--- config.mk ---
export PLATFORM = sky130hd
export DESIGN_NAME = mac_pe_flat
export DESIGN_NICKNAME = d
export VERILOG_FILES = /design/src/rtl/mac_pe_pkg.sv /design/src/rtl/mac_pe_if.sv /design/src/rtl/mac_pe_accum.sv /design/src/rtl/mac_pe.sv /design/src/flat_wrapper.sv
export SDC_FILE = /design/constraint.sdc
export NUM_CORES = 1
export LEC_CHECK = 0
export ABC_AREA = 1
export ABC_CLOCK_PERIOD_IN_PS = 6350
export BUFFER_PORTS_ARGS = -buffer_cell sky130_fd_sc_hd__buf_2
export CAP_MARGIN = 20
export CORE_UTILIZATION = 64
export DETAILED_ROUTE_END_ITERATION = 16
export MAX_ROUTING_LAYER = met4
export PLACE_DENSITY = 0.89
export SLEW_MARGIN = 20
export SYNTH_ARGS = -nofsm -noshare
export SYNTH_HDL_FRONTEND = slang
export SYNTH_SLANG_ARGS = --single-unit
--- constraint.sdc ---
create_clock -name clk_i -period 6.35 [get_ports clk_i]
set_input_delay 0.635 -clock clk_i [delete_from_list [all_inputs] [get_ports clk_i]]
set_output_delay 0.635 -clock clk_i [all_outputs]
set_load 0.02 [all_outputs]
--- src/rtl/mac_pe_pkg.sv ---
// mac_pe_pkg: shared types and helpers for the mac_pe processing element.
//   state_e   one-hot FSM state encoding
//   ext       sign/zero extension of a w-bit value into a wide container
//   sat_add   w-bit add with overflow detection and clamped result
// The helpers work on a MAX_W-wide container with a run-time width so one
// definition serves every accumulator/product width the PE is built with.
package mac_pe_pkg;

  typedef enum logic [6:0] {
    IDLE   = 7'b0000001,
    A_HELD = 7'b0000010,
    B_HELD = 7'b0000100,
    MULT   = 7'b0001000,
    ACCUM  = 7'b0010000,
    FWD    = 7'b0100000,
    DRAIN  = 7'b1000000
  } state_e;

  localparam int MAX_W = 128;
  typedef logic [MAX_W-1:0] wide_t;

  typedef struct packed {
    logic  clamped;
    wide_t sum;
  } add_res_t;

  // Extend the low w bits of v to the full container width.
  function automatic wide_t ext(input wide_t v, input int w, input logic sgn);
    wide_t r;
    for (int i = 0; i < MAX_W; i++)
      r[i] = (i < w) ? v[i] : (sgn & v[w-1]);
    return r;
  endfunction

  // Add two w-bit values; on overflow the low w bits hold the nearest
  // representable extreme (signed max/min, or unsigned all-ones).
  function automatic add_res_t sat_add(input wide_t a, input wide_t b,
                                       input int w, input logic sgn);
    wide_t    s;
    add_res_t r;
    s         = ext(a, w, sgn) + ext(b, w, sgn);
    r.sum     = s;
    r.clamped = sgn ? (s[w] != s[w-1]) : s[w];
    if (r.clamped)
      for (int i = 0; i < MAX_W; i++)
        r.sum[i] = (i >= w) ? 1'b0 :
                   sgn      ? ((i == w-1) ? s[w] : ~s[w]) : 1'b1;
    return r;
  endfunction

endpackage

--- src/rtl/mac_pe_if.sv ---
// mac_pe_if: operand, forwarding, flush and drain signals of one PE.
//   slave  - the PE's view (operands in, forwarded operands/result out)
//   master - the neighbour/driver view
interface mac_pe_if #(
  parameter int data_width_p  = 16,
  parameter int accum_width_p = 40
);
  logic                     en_i;
  logic                     a_valid_i, a_ready_o;
  logic [data_width_p-1:0]  a_i;
  logic                     b_valid_i, b_ready_o;
  logic [data_width_p-1:0]  b_i;
  logic                     a_valid_o, a_yumi_i;
  logic [data_width_p-1:0]  a_o;
  logic                     b_valid_o, b_yumi_i;
  logic [data_width_p-1:0]  b_o;
  logic                     flush_i, flush_o;
  logic                     accum_valid_o, accum_ready_i;
  logic [accum_width_p-1:0] accum_o;
  logic                     sat_o;

  modport slave (
    input  en_i, a_valid_i, a_i, b_valid_i, b_i, a_yumi_i, b_yumi_i,
           flush_i, accum_ready_i,
    output a_ready_o, b_ready_o, a_valid_o, a_o, b_valid_o, b_o,
           flush_o, accum_valid_o, accum_o, sat_o
  );

  modport master (
    output en_i, a_valid_i, a_i, b_valid_i, b_i, a_yumi_i, b_yumi_i,
           flush_i, accum_ready_i,
    input  a_ready_o, b_ready_o, a_valid_o, a_o, b_valid_o, b_o,
           flush_o, accum_valid_o, accum_o, sat_o
  );
endinterface

--- src/rtl/mac_pe_accum.sv ---
// mac_pe_accum: registered accumulator for mac_pe.
//   clk, rst_n  clock / async active-low reset
//   clr         zero accumulator and saturation flag
//   add_en      add the extended product this cycle
//   product     2*data-width product
//   accum, sat  accumulator value and sticky saturation flag
// MAC_PE_SATURATE_EN defined: additions clamp and set sat; otherwise the
// accumulator wraps and sat is constant 0.
module mac_pe_accum
  import mac_pe_pkg::*;
#(
  parameter int accum_width_p = 40,
  parameter int prod_width_p  = 32,
  parameter bit signed_p      = 1'b1
) (
  input  logic                     clk,
  input  logic                     rst_n,
  input  logic                     clr,
  input  logic                     add_en,
  input  logic [prod_width_p-1:0]  product,
  output logic [accum_width_p-1:0] accum,
  output logic                     sat
);

  wide_t                    addend_w;
  logic [accum_width_p-1:0] addend;
  logic                     unused_hi;

  always_comb addend_w = ext(wide_t'(product), prod_width_p, signed_p);
  assign addend    = addend_w[accum_width_p-1:0];
  assign unused_hi = ^addend_w[MAX_W-1:accum_width_p];

`ifdef MAC_PE_SATURATE_EN
  add_res_t res;
  logic     unused_sum;

  always_comb res = sat_add(wide_t'(accum), wide_t'(addend), accum_width_p, signed_p);
  assign unused_sum = ^res.sum[MAX_W-1:accum_width_p];

  always_ff @(posedge clk or negedge rst_n) begin
    if (!rst_n) begin
      accum <= '0;
      sat   <= 1'b0;
    end else if (clr) begin
      accum <= '0;
      sat   <= 1'b0;
    end else if (add_en) begin
      accum <= res.sum[accum_width_p-1:0];
      if (res.clamped) sat <= 1'b1;
    end
  end
`else
  always_ff @(posedge clk or negedge rst_n) begin
    if (!rst_n)      accum <= '0;
    else if (clr)    accum <= '0;
    else if (add_en) accum <= accum + addend;
  end
  assign sat = 1'b0;
`endif

endmodule

--- src/rtl/mac_pe.sv ---
// mac_pe: systolic-array multiply-accumulate processing element.
//   clk_i, reset_n_i  clock / async active-low reset
//   io (mac_pe_if.slave):
//     en_i                          global stall (freezes state, gates handshakes)
//     a/b_valid_i, a/b_ready_o, a/b_i   operand capture (ready-valid)
//     a/b_valid_o, a/b_yumi_i, a/b_o    operand forwarding (valid-yumi)
//     flush_i, flush_o              drain request, registered copy to neighbour
//     accum_valid_o, accum_ready_i, accum_o, sat_o   drain result
// Optional macro MAC_PE_SATURATE_EN selects a saturating accumulator.
module mac_pe
  import mac_pe_pkg::*;
#(
  parameter int data_width_p  = 16,
  parameter int accum_width_p = 40,
  parameter bit signed_p      = 1'b1
) (
  input logic     clk_i,
  input logic     reset_n_i,
  mac_pe_if.slave io
);

  localparam int PW = 2 * data_width_p;

  if (accum_width_p < PW)
    $error("mac_pe: accum_width_p must be >= 2*data_width_p");
  if (accum_width_p >= MAX_W)
    $error("mac_pe: accum_width_p exceeds helper container width");

  state_e                  state;
  logic [data_width_p-1:0] a_r, b_r;
  logic [PW-1:0]           product_r, a_ext, b_ext;
  logic                    a_full, b_full, a_fwd_done, b_fwd_done;
  logic                    flush_pend_r, flush_r;
  logic                    en, in_load, a_cap, b_cap, a_yumi, b_yumi, drain_acc;

  assign en      = io.en_i;
  assign in_load = state inside {IDLE, A_HELD, B_HELD};

  // Ready is also masked by reset so every output reads 0 while held in reset.
  assign io.a_ready_o     = reset_n_i & en & in_load & ~a_full;
  assign io.b_ready_o     = reset_n_i & en & in_load & ~b_full;
  assign io.a_valid_o     = en & (state == FWD) & ~a_fwd_done;
  assign io.b_valid_o     = en & (state == FWD) & ~b_fwd_done;
  assign io.accum_valid_o = en & (state == DRAIN);
  assign io.a_o           = a_r;
  assign io.b_o           = b_r;
  assign io.flush_o       = flush_r;

  assign a_cap     = io.a_valid_i & io.a_ready_o;
  assign b_cap     = io.b_valid_i & io.b_ready_o;
  // yumi only counts while our own valid is up
  assign a_yumi    = io.a_yumi_i & io.a_valid_o;
  assign b_yumi    = io.b_yumi_i & io.b_valid_o;
  assign drain_acc = io.accum_valid_o & io.accum_ready_i;

  assign a_ext = signed_p ? {{data_width_p{a_r[data_width_p-1]}}, a_r}
                          : {{data_width_p{1'b0}}, a_r};
  assign b_ext = signed_p ? {{data_width_p{b_r[data_width_p-1]}}, b_r}
                          : {{data_width_p{1'b0}}, b_r};

  always_ff @(posedge clk_i or negedge reset_n_i) begin
    if (!reset_n_i) begin
      state        <= IDLE;
      a_r          <= '0;
      b_r          <= '0;
      product_r    <= '0;
      a_full       <= 1'b0;
      b_full       <= 1'b0;
      a_fwd_done   <= 1'b0;
      b_fwd_done   <= 1'b0;
      flush_pend_r <= 1'b0;
      flush_r      <= 1'b0;
    end else begin
      flush_r <= io.flush_i & en;
      if (en) begin
        // a new flush during DRAIN re-arms the request even on accept
        if (io.flush_i)     flush_pend_r <= 1'b1;
        else if (drain_acc) flush_pend_r <= 1'b0;
        if (a_cap) begin a_r <= io.a_i; a_full <= 1'b1; end
        if (b_cap) begin b_r <= io.b_i; b_full <= 1'b1; end
        unique case (state)
          IDLE, A_HELD, B_HELD: begin
            // an arriving operand wins over a pending drain
            if ((a_full | a_cap) & (b_full | b_cap)) state <= MULT;
            else if (a_full | a_cap)                 state <= A_HELD;
            else if (b_full | b_cap)                 state <= B_HELD;
            else if (flush_pend_r)                   state <= DRAIN;
          end
          MULT: begin
            product_r <= a_ext * b_ext;
            state     <= ACCUM;
          end
          ACCUM: state <= FWD;
          FWD: begin
            if (a_yumi) a_fwd_done <= 1'b1;
            if (b_yumi) b_fwd_done <= 1'b1;
            if ((a_fwd_done | a_yumi) & (b_fwd_done | b_yumi)) begin
              state      <= IDLE;
              a_full     <= 1'b0;
              b_full     <= 1'b0;
              a_fwd_done <= 1'b0;
              b_fwd_done <= 1'b0;
            end
          end
          DRAIN: if (io.accum_ready_i) state <= IDLE;
          default: state <= IDLE;
        endcase
      end
    end
  end

  mac_pe_accum #(
    .accum_width_p(accum_width_p),
    .prod_width_p (PW),
    .signed_p     (signed_p)
  ) u_accum (
    .clk    (clk_i),
    .rst_n  (reset_n_i),
    .clr    (drain_acc),
    .add_en (en & (state == ACCUM)),
    .product(product_r),
    .accum  (io.accum_o),
    .sat    (io.sat_o)
  );

endmodule
--- src/flat_wrapper.sv ---
// flat-port wrapper written by rule: the top's interface ports become plain ports
module mac_pe_flat import mac_pe_pkg::*;
#(
  parameter int data_width_p  = 16,
  parameter int accum_width_p = 40,
  parameter bit signed_p      = 1'b1
)
  (clk_i, reset_n_i, io_en_i, io_a_valid_i, io_a_i, io_b_valid_i, io_b_i, io_a_yumi_i, io_b_yumi_i, io_flush_i, io_accum_ready_i, io_a_ready_o, io_b_ready_o, io_a_valid_o, io_a_o, io_b_valid_o, io_b_o, io_flush_o, io_accum_valid_o, io_accum_o, io_sat_o);
  mac_pe_if #(.data_width_p(data_width_p), .accum_width_p(accum_width_p)) io_i ();
  input logic clk_i;
  input logic reset_n_i;
  input wire logic [$bits(io_i.en_i)-1:0] io_en_i;
  input wire logic [$bits(io_i.a_valid_i)-1:0] io_a_valid_i;
  input wire logic [$bits(io_i.a_i)-1:0] io_a_i;
  input wire logic [$bits(io_i.b_valid_i)-1:0] io_b_valid_i;
  input wire logic [$bits(io_i.b_i)-1:0] io_b_i;
  input wire logic [$bits(io_i.a_yumi_i)-1:0] io_a_yumi_i;
  input wire logic [$bits(io_i.b_yumi_i)-1:0] io_b_yumi_i;
  input wire logic [$bits(io_i.flush_i)-1:0] io_flush_i;
  input wire logic [$bits(io_i.accum_ready_i)-1:0] io_accum_ready_i;
  output wire logic [$bits(io_i.a_ready_o)-1:0] io_a_ready_o;
  output wire logic [$bits(io_i.b_ready_o)-1:0] io_b_ready_o;
  output wire logic [$bits(io_i.a_valid_o)-1:0] io_a_valid_o;
  output wire logic [$bits(io_i.a_o)-1:0] io_a_o;
  output wire logic [$bits(io_i.b_valid_o)-1:0] io_b_valid_o;
  output wire logic [$bits(io_i.b_o)-1:0] io_b_o;
  output wire logic [$bits(io_i.flush_o)-1:0] io_flush_o;
  output wire logic [$bits(io_i.accum_valid_o)-1:0] io_accum_valid_o;
  output wire logic [$bits(io_i.accum_o)-1:0] io_accum_o;
  output wire logic [$bits(io_i.sat_o)-1:0] io_sat_o;
  assign io_i.en_i = io_en_i;
  assign io_i.a_valid_i = io_a_valid_i;
  assign io_i.a_i = io_a_i;
  assign io_i.b_valid_i = io_b_valid_i;
  assign io_i.b_i = io_b_i;
  assign io_i.a_yumi_i = io_a_yumi_i;
  assign io_i.b_yumi_i = io_b_yumi_i;
  assign io_i.flush_i = io_flush_i;
  assign io_i.accum_ready_i = io_accum_ready_i;
  assign io_a_ready_o = io_i.a_ready_o;
  assign io_b_ready_o = io_i.b_ready_o;
  assign io_a_valid_o = io_i.a_valid_o;
  assign io_a_o = io_i.a_o;
  assign io_b_valid_o = io_i.b_valid_o;
  assign io_b_o = io_i.b_o;
  assign io_flush_o = io_i.flush_o;
  assign io_accum_valid_o = io_i.accum_valid_o;
  assign io_accum_o = io_i.accum_o;
  assign io_sat_o = io_i.sat_o;
  mac_pe #(.data_width_p(data_width_p), .accum_width_p(accum_width_p), .signed_p(signed_p)) u_core (.clk_i(clk_i), .reset_n_i(reset_n_i), .io(io_i));
endmodule
==> results of run 1 <==
synthesized netlist by cell type (2+ instances only):
library cell  count  share of area [%]
o21a_1            2              0.081
o21ai_0          21               0.56
nor2_1          127                2.6
buf_2            11               0.30
xor2_1            7               0.33
nand3_1         114                3.1
dfrtp_1         116                 16
nor4_2            3               0.20
o21bai_1         11               0.44
a31oi_1           2              0.067
ha_1            121                8.1
inv_2             7               0.14
nor3_1           15               0.40
a21o_1            2              0.081
mux2_4           17                1.4
and3_1            2              0.067
clkinv_1          2              0.040
inv_1           652                 13
mux2_1           14               0.85
nand3b_1         12               0.48
xnor2_1          15               0.70
buf_6             3               0.18
a21oi_1          59                1.6
clkbuf_1         64                1.3
and2_1            2              0.067
or2_2             9               0.30
nand4_1          23               0.77
nor2_4            3               0.18
o21ai_1          28               0.75
nand2_4           2               0.12
buf_4             2              0.081
fa_1            263                 28
nand2_1         855                 17
where the power goes:
| part | switching (mW) | internal [mW] |
|---|---|---|
| Clock | 0.429 | 0.516 |
| Combinational | 2.92 | 1.63 |
| Sequential | 0.343 | 0.859 |
| Total | 3.70 | 3.00 |
timing repair:
item | in CTS | in global routing
setup endpoints to repair | 0 | 8
hold buffers | 0 | 0
gates resized for setup | 0 | 4
kinds of logic after synthesis:
logic type / share of synthesized area (%)
other: 0.0201
multiplexers: 2.21
AND/OR/NAND/NOR: 25.6
adder cells (fa/ha/maj): 36.4
buffers and inverters: 15.2
AO/OA/AOI/OAI: 3.85
flip-flops: 15.7
XOR/XNOR: 1.03
worst paths after layout:
path / end / start
min in group clk_i: u_core.io.b_o[3] / io_b_i[3]
min reg2reg: u_core.product_r[18] / u_core.product_r[18]
max: u_core.product_r[29] / u_core.io.a_o[10]
max reg2reg: u_core.product_r[29] / u_core.io.a_o[10]
max in group asynchronous: u_core.io.b_o[7] / reset_n_i
min: u_core.u_accum.accum[0] / reset_n_i
state kept, by name, summed over array words and instances, names as in the netlist:
| name | flops |
|---|---|
| u_core.u_accum.accum | 40 |
| u_core.product_r | 32 |
| u_core.io.a_o | 16 |
| u_core.io.b_o | 16 |
| u_core.state | 7 |
| u_core.a_full | 1 |
| u_core.a_fwd_done | 1 |
| u_core.b_full | 1 |
| u_core.b_fwd_done | 1 |
| u_core.flush_pend_r | 1 |
| u_core.io.flush_o | 1 |
cell type report:
| class | count | area (sq um) |
|---|---|---|
| well taps | 384 | 480 |
| flip-flops and latches | 117 | 2930 |
| repair buffers | 146 | 803 |
| clock inverters | 12 | 95.1 |
| multi-input cells | 1739 | 12900 |
| inverters | 661 | 2480 |
| fillers | 2356 | 8580 |
| clock buffers | 20 | 447 |
stage by stage:
stage	instances	power [mW]	cell area [sq um]	utilization, %	worst slack [ps]
finish	3079	6.70	20100	70.1	206
CTS	3079	6.64	20100	70.1	99.2
detailed placement	3047	5.67	19600	68.2	129
global route	3079	7.22	20100	70.1	14.5
global placement	3047	5.56	19600	68.2	127
floorplan	2598	4.25	18600	-	526
routing by layer:
metal,global-route usage (%),up-vias
met1,53.1,8325
met2,64.8,809
met3,6.16,168
li1,-,7781
met4,15.7,0
met5,-,-
critical path: stages, from the launching register on:
cell,delay [ps]
dfrtp_1,810
nand2_1,230
fa_1,530
fa_1,520
fa_1,540
inv_1,60
fa_1,490
fa_1,490
inv_1,50
fa_1,560
inv_1,60
ha_1,370
nand2_1,150
nor2_1,410
nand2_1,100
nor2_1,220
nand2_1,150
nand3_1,100
nand2_1,50
nand3_1,80
nand2_1,60
==> results.md, run 1 <==
* Cell area after synthesis at 0.0186 sq mm
* Critical Path RT at 6670 ps
* Total die area at 0.0298 sq mm
* Leak Pwr at 12.4 nW
* Post-Synthesis Net Count at 3023
* Via count of the first global-routing pass at 17100
* Status: finished, final reports clean
* Clk root buf: clkbuf_16
* Count of different cell masters after synthesis at 45
* Unrepaired setup endpoints after global routing: no
* Inserted Clock Buffers at 17
* Max Buffers Root-to-Sink at 2
* Proportion of synthesized chip area in sequential cells at 15.7%
* Max FO, Critical Path at 18
* Top flip-flop cell by instance count after synthesis: dfrtp_1
* Number of nets in the layout at 3107
* Number of cells on the worst reg-to-reg path at 20
* Half-perimeter wire length after detailed placement at 46900 um
* Number of clock sinks at 117
* Vias post-DR at 17100
* Length of routed wiring on met1 at 22600 um
* Layout cells sized above 1 at 8.46%
* CTS tree: done
* Overall Global Routing Usage at 40.8%
* Number of enable-type register cells in the synthesized netlist at 0
* Number of setup violations in the final report at 0
* Worst min-delay path category: in -> async
* Post-Synthesis Mean Instance Area at 7.18 sq um
* Syn. warnings at 0
* Signed area change from the synthesized netlist to the final layout at 7.96%
* Initial antenna violation count at 0
* Startpoint types: flip-flop
* Routed length on met2 at 27500 um
* Post-CTS Setup Repair Bufs at 0
* Pwr/cell area at 333 mW/mm^2
* Critical path data arrival time at 6470 ps
* I/O Pins at 120
* Number of DRC markers after the initial detailed-route iteration at 1701
* Routability cong. at 1.01
* Die height at 173 um
* Final hold slack at 274 ps
* Post-detailed-route DRC marker count at 0
* Residual overflow from global routing at 0
* Number of input and output port buffers inserted at 118
* Detailed-route vias per instance at 5.55
* Flops & latches, synth at 117
* CTS H-tree depth at 4
* Slew at the pin closest to its max-slew limit at 876 ps
* Detailed-router iteration count before antenna repair at 5
* Most common library cell in the layout ignoring fill and taps: nand2_1
* Highest metal layer with signal wires: met4
* Routed WL per cell at 18.6 um
* Cells after synthesis at 2598
* Met3 routed WL at 4960 um
* Largest vdd supply drop at 0.000425 V
* Standard cell core area at 0.0287 sq mm
* Setup total negative slack at 0 ps
* Initial core utilization at 65.0%
* Final period utilization at 96.8%
* Leading cell types in the layout, fill and taps excluded: nand2_1, inv_1, fa_1
* Pin count of the biggest net entering global routing at 61
* Number of max-cap violations at 0
* Critical Path End Type: flip-flop
* Headroom to the max-slew limit at 41.6%
* Post-synthesis async set-or-reset flop share at 100%
* Flop2flop setup slack at 210 ps
* Post-detailed-routing wire length at 57300 um
* Type of the worst setup path: reg -> reg
* Clock Skew at 17.9 ps
* First-pass GRT wire length at 90700 um
* Antenna violation net count after detailed routing at 0
* Achievable frequency at 0.163 GHz
* Source-to-sink clock delay at the later pin of the worst-skew pair at 450 ps
* Row Count at 62
* Clock Pin Slew Worst Setup and Hold Paths at 70 ps
* Antenna diode count at 0
* Die Span X at 173 um
* Number of max-slew violations in the final report at 0
* Post-layout min period at 6140 ps
* Number of hold-slack violations in the final timing report at 0
Note: power is estimated with default switching activity, not from simulation.
==> run 2, diff against run 1 <==
--- a/config.mk
+++ b/config.mk
@@ -5,14 +5,14 @@
 export SDC_FILE = /design/constraint.sdc
 export NUM_CORES = 1
 export LEC_CHECK = 0
-export ABC_AREA = 1
 export ABC_CLOCK_PERIOD_IN_PS = 6350
 export BUFFER_PORTS_ARGS = -buffer_cell sky130_fd_sc_hd__buf_2
 export CAP_MARGIN = 20
-export CORE_UTILIZATION = 64
+export CORE_UTILIZATION = 63
 export DETAILED_ROUTE_END_ITERATION = 16
 export MAX_ROUTING_LAYER = met4
-export PLACE_DENSITY = 0.89
+export PLACE_DENSITY = 0.88
+export REMOVE_ABC_BUFFERS = 1
 export SLEW_MARGIN = 20
 export SYNTH_ARGS = -nofsm -noshare
 export SYNTH_HDL_FRONTEND = slang
==> run 2 against run 1 <==
The run now ends with DRC, setup timing left. Maximum frequency is 8.6% lower. Via count fell by 17%. Wire length down 12%. Final cell count is 26% lower. Core utilization grew 3.2 points. Worst hold slack got worse by 49 ps. Register-to-register slack worse by 580 ps. Critical path depth up 1. Synthesized cell count fell by 32%. Sequential cell count unchanged. Setup slack lost 580 ps. Critical path type unchanged. Largest cell class unchanged. Highest routed layer unchanged.
==> results.md, run 2 <==
* Signed area change from the synthesized netlist to the final layout at 13.8%
* Post-synthesis async set-or-reset flop share at 100%
* Fraction of synthesized cell area taken by the top area cell type at 32.2%
* Status: finished with violations
* Number of cells on the worst reg-to-reg path at 21
* Vias post-DR at 14300
* Post-synth top cells: inv_1, fa_1, nand2_1, and2_1, ha_1
* First-pass GRT wire length at 73000 um
* Final period utilization at 106%
* Syn. warnings at 0
* Reg-to-reg critical path endpoint: u_core.product_r[30]
* Die height at 163 um
* Standard cell core area at 0.0253 sq mm
* Flop2flop setup slack at -370 ps
* Number of max-slew violations in the final report at 0
* Number of max-cap violations at 0
* Row Count at 58
* Source-to-sink clock delay at the later pin of the worst-skew pair at 450 ps
* Min setup slack post-route at -372 ps
* Proportion of synthesized chip area in sequential cells at 17.9%
* Overall Global Routing Usage at 37.1%
* Routability cong. at 0.981
* I/O Pins at 120
* Top-count cell post-synth: inv_1
* Cells after synthesis at 1757
* Number of nets in the layout at 2345
* Startpoint types: flip-flop
* Type of the worst setup path: reg -> reg
* Share of the synthesized netlist area taken by xor and xnor gates at 3.75%
* Slew at the pin closest to its max-slew limit at 1300 ps
* Clk root buf: clkbuf_16
* Biggest area contributors in the synthesized netlist: fa_1, dfrtp_1, ha_1, inv_1, and2_1
* Achievable frequency at 0.149 GHz
* Max reg flops at 40
* Critical path data arrival time at 7030 ps
* Number of hold buffers added after CTS at 0
* Post-layout min period at 6720 ps
* Unrepaired setup endpoints after global routing: yes
* Initial antenna violation count at 2
* Layout cells sized above 1 at 17.0%
* Global-route track usage on met3 at 6.75%
* Met1 track demand over resource in global routing at 41.1%
* Layer carrying the most global-route usage: met2
* Initial core utilization at 64.5%
* Number of clock sinks at 117
* Area fraction in compound gates after synthesis at 10.6%
* CTS tree: done
* Number of setup violations in the final report at 7
* Leading cell types in the layout, fill and taps excluded: inv_1, fa_1, nand2_1
* Die Span X at 163 um
* Critical Path RT at 6650 ps
* Half-perimeter wire length after detailed placement at 33400 um
* Pin count of the biggest net entering global routing at 71
* Max Buffers Root-to-Sink at 2
* Worst min-delay path category: in -> async
* Most common library cell in the layout ignoring fill and taps: inv_1
* Main combinational cell family by area after synthesis: adder cells
* Clock Pin Slew Worst Setup and Hold Paths at 60 ps
* Clock Skew at 14.5 ps
* Share of synthesized cell area in full adder, half adder and majority cells at 41.5%
* Area of all placed cells without fillers at 0.0186 sq mm
* Count of different cell masters after synthesis at 66
* Crit Reg-Reg Startpoint: u_core.io.b_o[4]
* Share of synthesized area spent on multiplexers at 2.44%
* Detailed-router iteration count before antenna repair at 12
* Total die area at 0.0266 sq mm
* End point of the critical path: u_core.product_r[30]
* Routed WL per cell at 22.4 um
* Residual overflow from global routing at 0
* Inserted Clock Buffers at 17
* Post-Synthesis Mean Instance Area at 9.29 sq um
* Post-detailed-routing wire length at 50700 um
* Via count of the first global-routing pass at 14500
* Antenna violation net count after detailed routing at 0
* Number of enable-type register cells in the synthesized netlist at 0
* Failing checks: DRC, setup timing
* Launching element of the worst setup path: u_core.io.b_o[4]
* Instance area after placement at 0.0175 sq mm
* Flops & latches, synth at 117
* Number of hold-slack violations in the final timing report at 0
* Headroom to the max-slew limit at 12.8%
* Number of DRC markers after the initial detailed-route iteration at 1586
* Post-detailed-route DRC marker count at 1
* CTS H-tree depth at 4
* Largest register by flop count: u_core.u_accum.accum
* Cell area after synthesis at 0.0163 sq mm
* Max FO, Critical Path at 7
* Critical Path End Type: flip-flop
* Largest registers: u_core.u_accum.accum x40, u_core.product_r x32
* Post-synthesis cell type with the largest combined area: fa_1
* Area fraction in and, or, nand and nor cells after synthesis at 14.8%
* Top flip-flop cell by instance count after synthesis: dfrtp_1
* Met2 layer usage reported by global route at 61.6%
* Number of input and output port buffers inserted at 118
* Detailed-route vias per instance at 6.30
[run 2: routing by layer]
metal	share of wire (%)	routed length (um)
met1	33	16600
met4	8.5	4310
met5	0	0
met3	11	5390
met2	48	24400
[run 2: worst min-delay path by stage]
stage | from | to | slack (ps) | depth (start not counted)
2_1_floorplan | reset_n_i | u_core.a_full | 340 | 0
4_1_cts | reset_n_i | u_core.u_accum.accum[37] | 270 | 1
5_1_grt | reset_n_i | u_core.u_accum.accum[37] | 280 | 1
3_3_place_gp | u_core.product_r[0] | u_core.product_r[0] | 470 | 2
6_report | reset_n_i | u_core.u_accum.accum[37] | 220 | 1
3_5_place_dp | u_core.product_r[24] | u_core.product_r[24] | 480 | 2
[run 2: area by class of cell]
class	count	area, sq um
Tap cell	330	413
Inverter	330	1240
Timing Repair Buffer	200	1240
Clock inverter	12	180
Fill cell	1572	6750
Antenna cell	2	5.00
Multi-Input combinational cell	1254	12100
Sequential cell	117	2950
Clock buffer	20	447
[run 2: kinds of logic (layout without fill, tap and decap cells)]
family	count (synthesis)	after routing
other	1	3
muxes	36	36
adders and majority gates	384	384
AOI/OAI and AO/OA	265	265
buffers and inverters	386	562
xor gates and xnor gates	70	70
DFF	117	117
and+or+nand+nor	498	498
[run 2: per-stage QoR]
step,hold slack [ps],setup WS (ps),setup TNS (ps),util (%),std cells
finish,224,-372,-1250,73.4,2265
global route,276,-627,-3530,73.4,2265
CTS,267,3.27,0,71.7,2234
detailed placement,477,0.982,0,69.1,2201
global placement,468,159,0,69.1,2201
floorplan,339,123,0,-,1701
[run 2: worst max-delay path, cell delays in order, from the launching register on]
cell	delay, ps
dfrtp_2	480
buf_4	180
and2_1	250
fa_1	710
inv_1	90
fa_1	410
fa_1	570
inv_1	60
fa_1	600
fa_1	630
inv_1	70
fa_1	480
inv_1	70
ha_4	220
and4_1	210
a221oi_2	250
o21ai_2	120
a2111o_1	450
a41o_1	290
a21oi_2	140
mux2i_1	190
o311ai_1	110
[run 2: repair_timing]
item,in CTS,in global routing
hold endpoints to repair,0,0
pin swaps,1,24
gates cloned,0,0
setup endpoints to repair,5,9
buffers inserted,1,29
resized for setup,11,53
Power of run 2 is not shown: default switching activity piles up to over one toggle a cycle in this logic, so the estimate is an artifact.
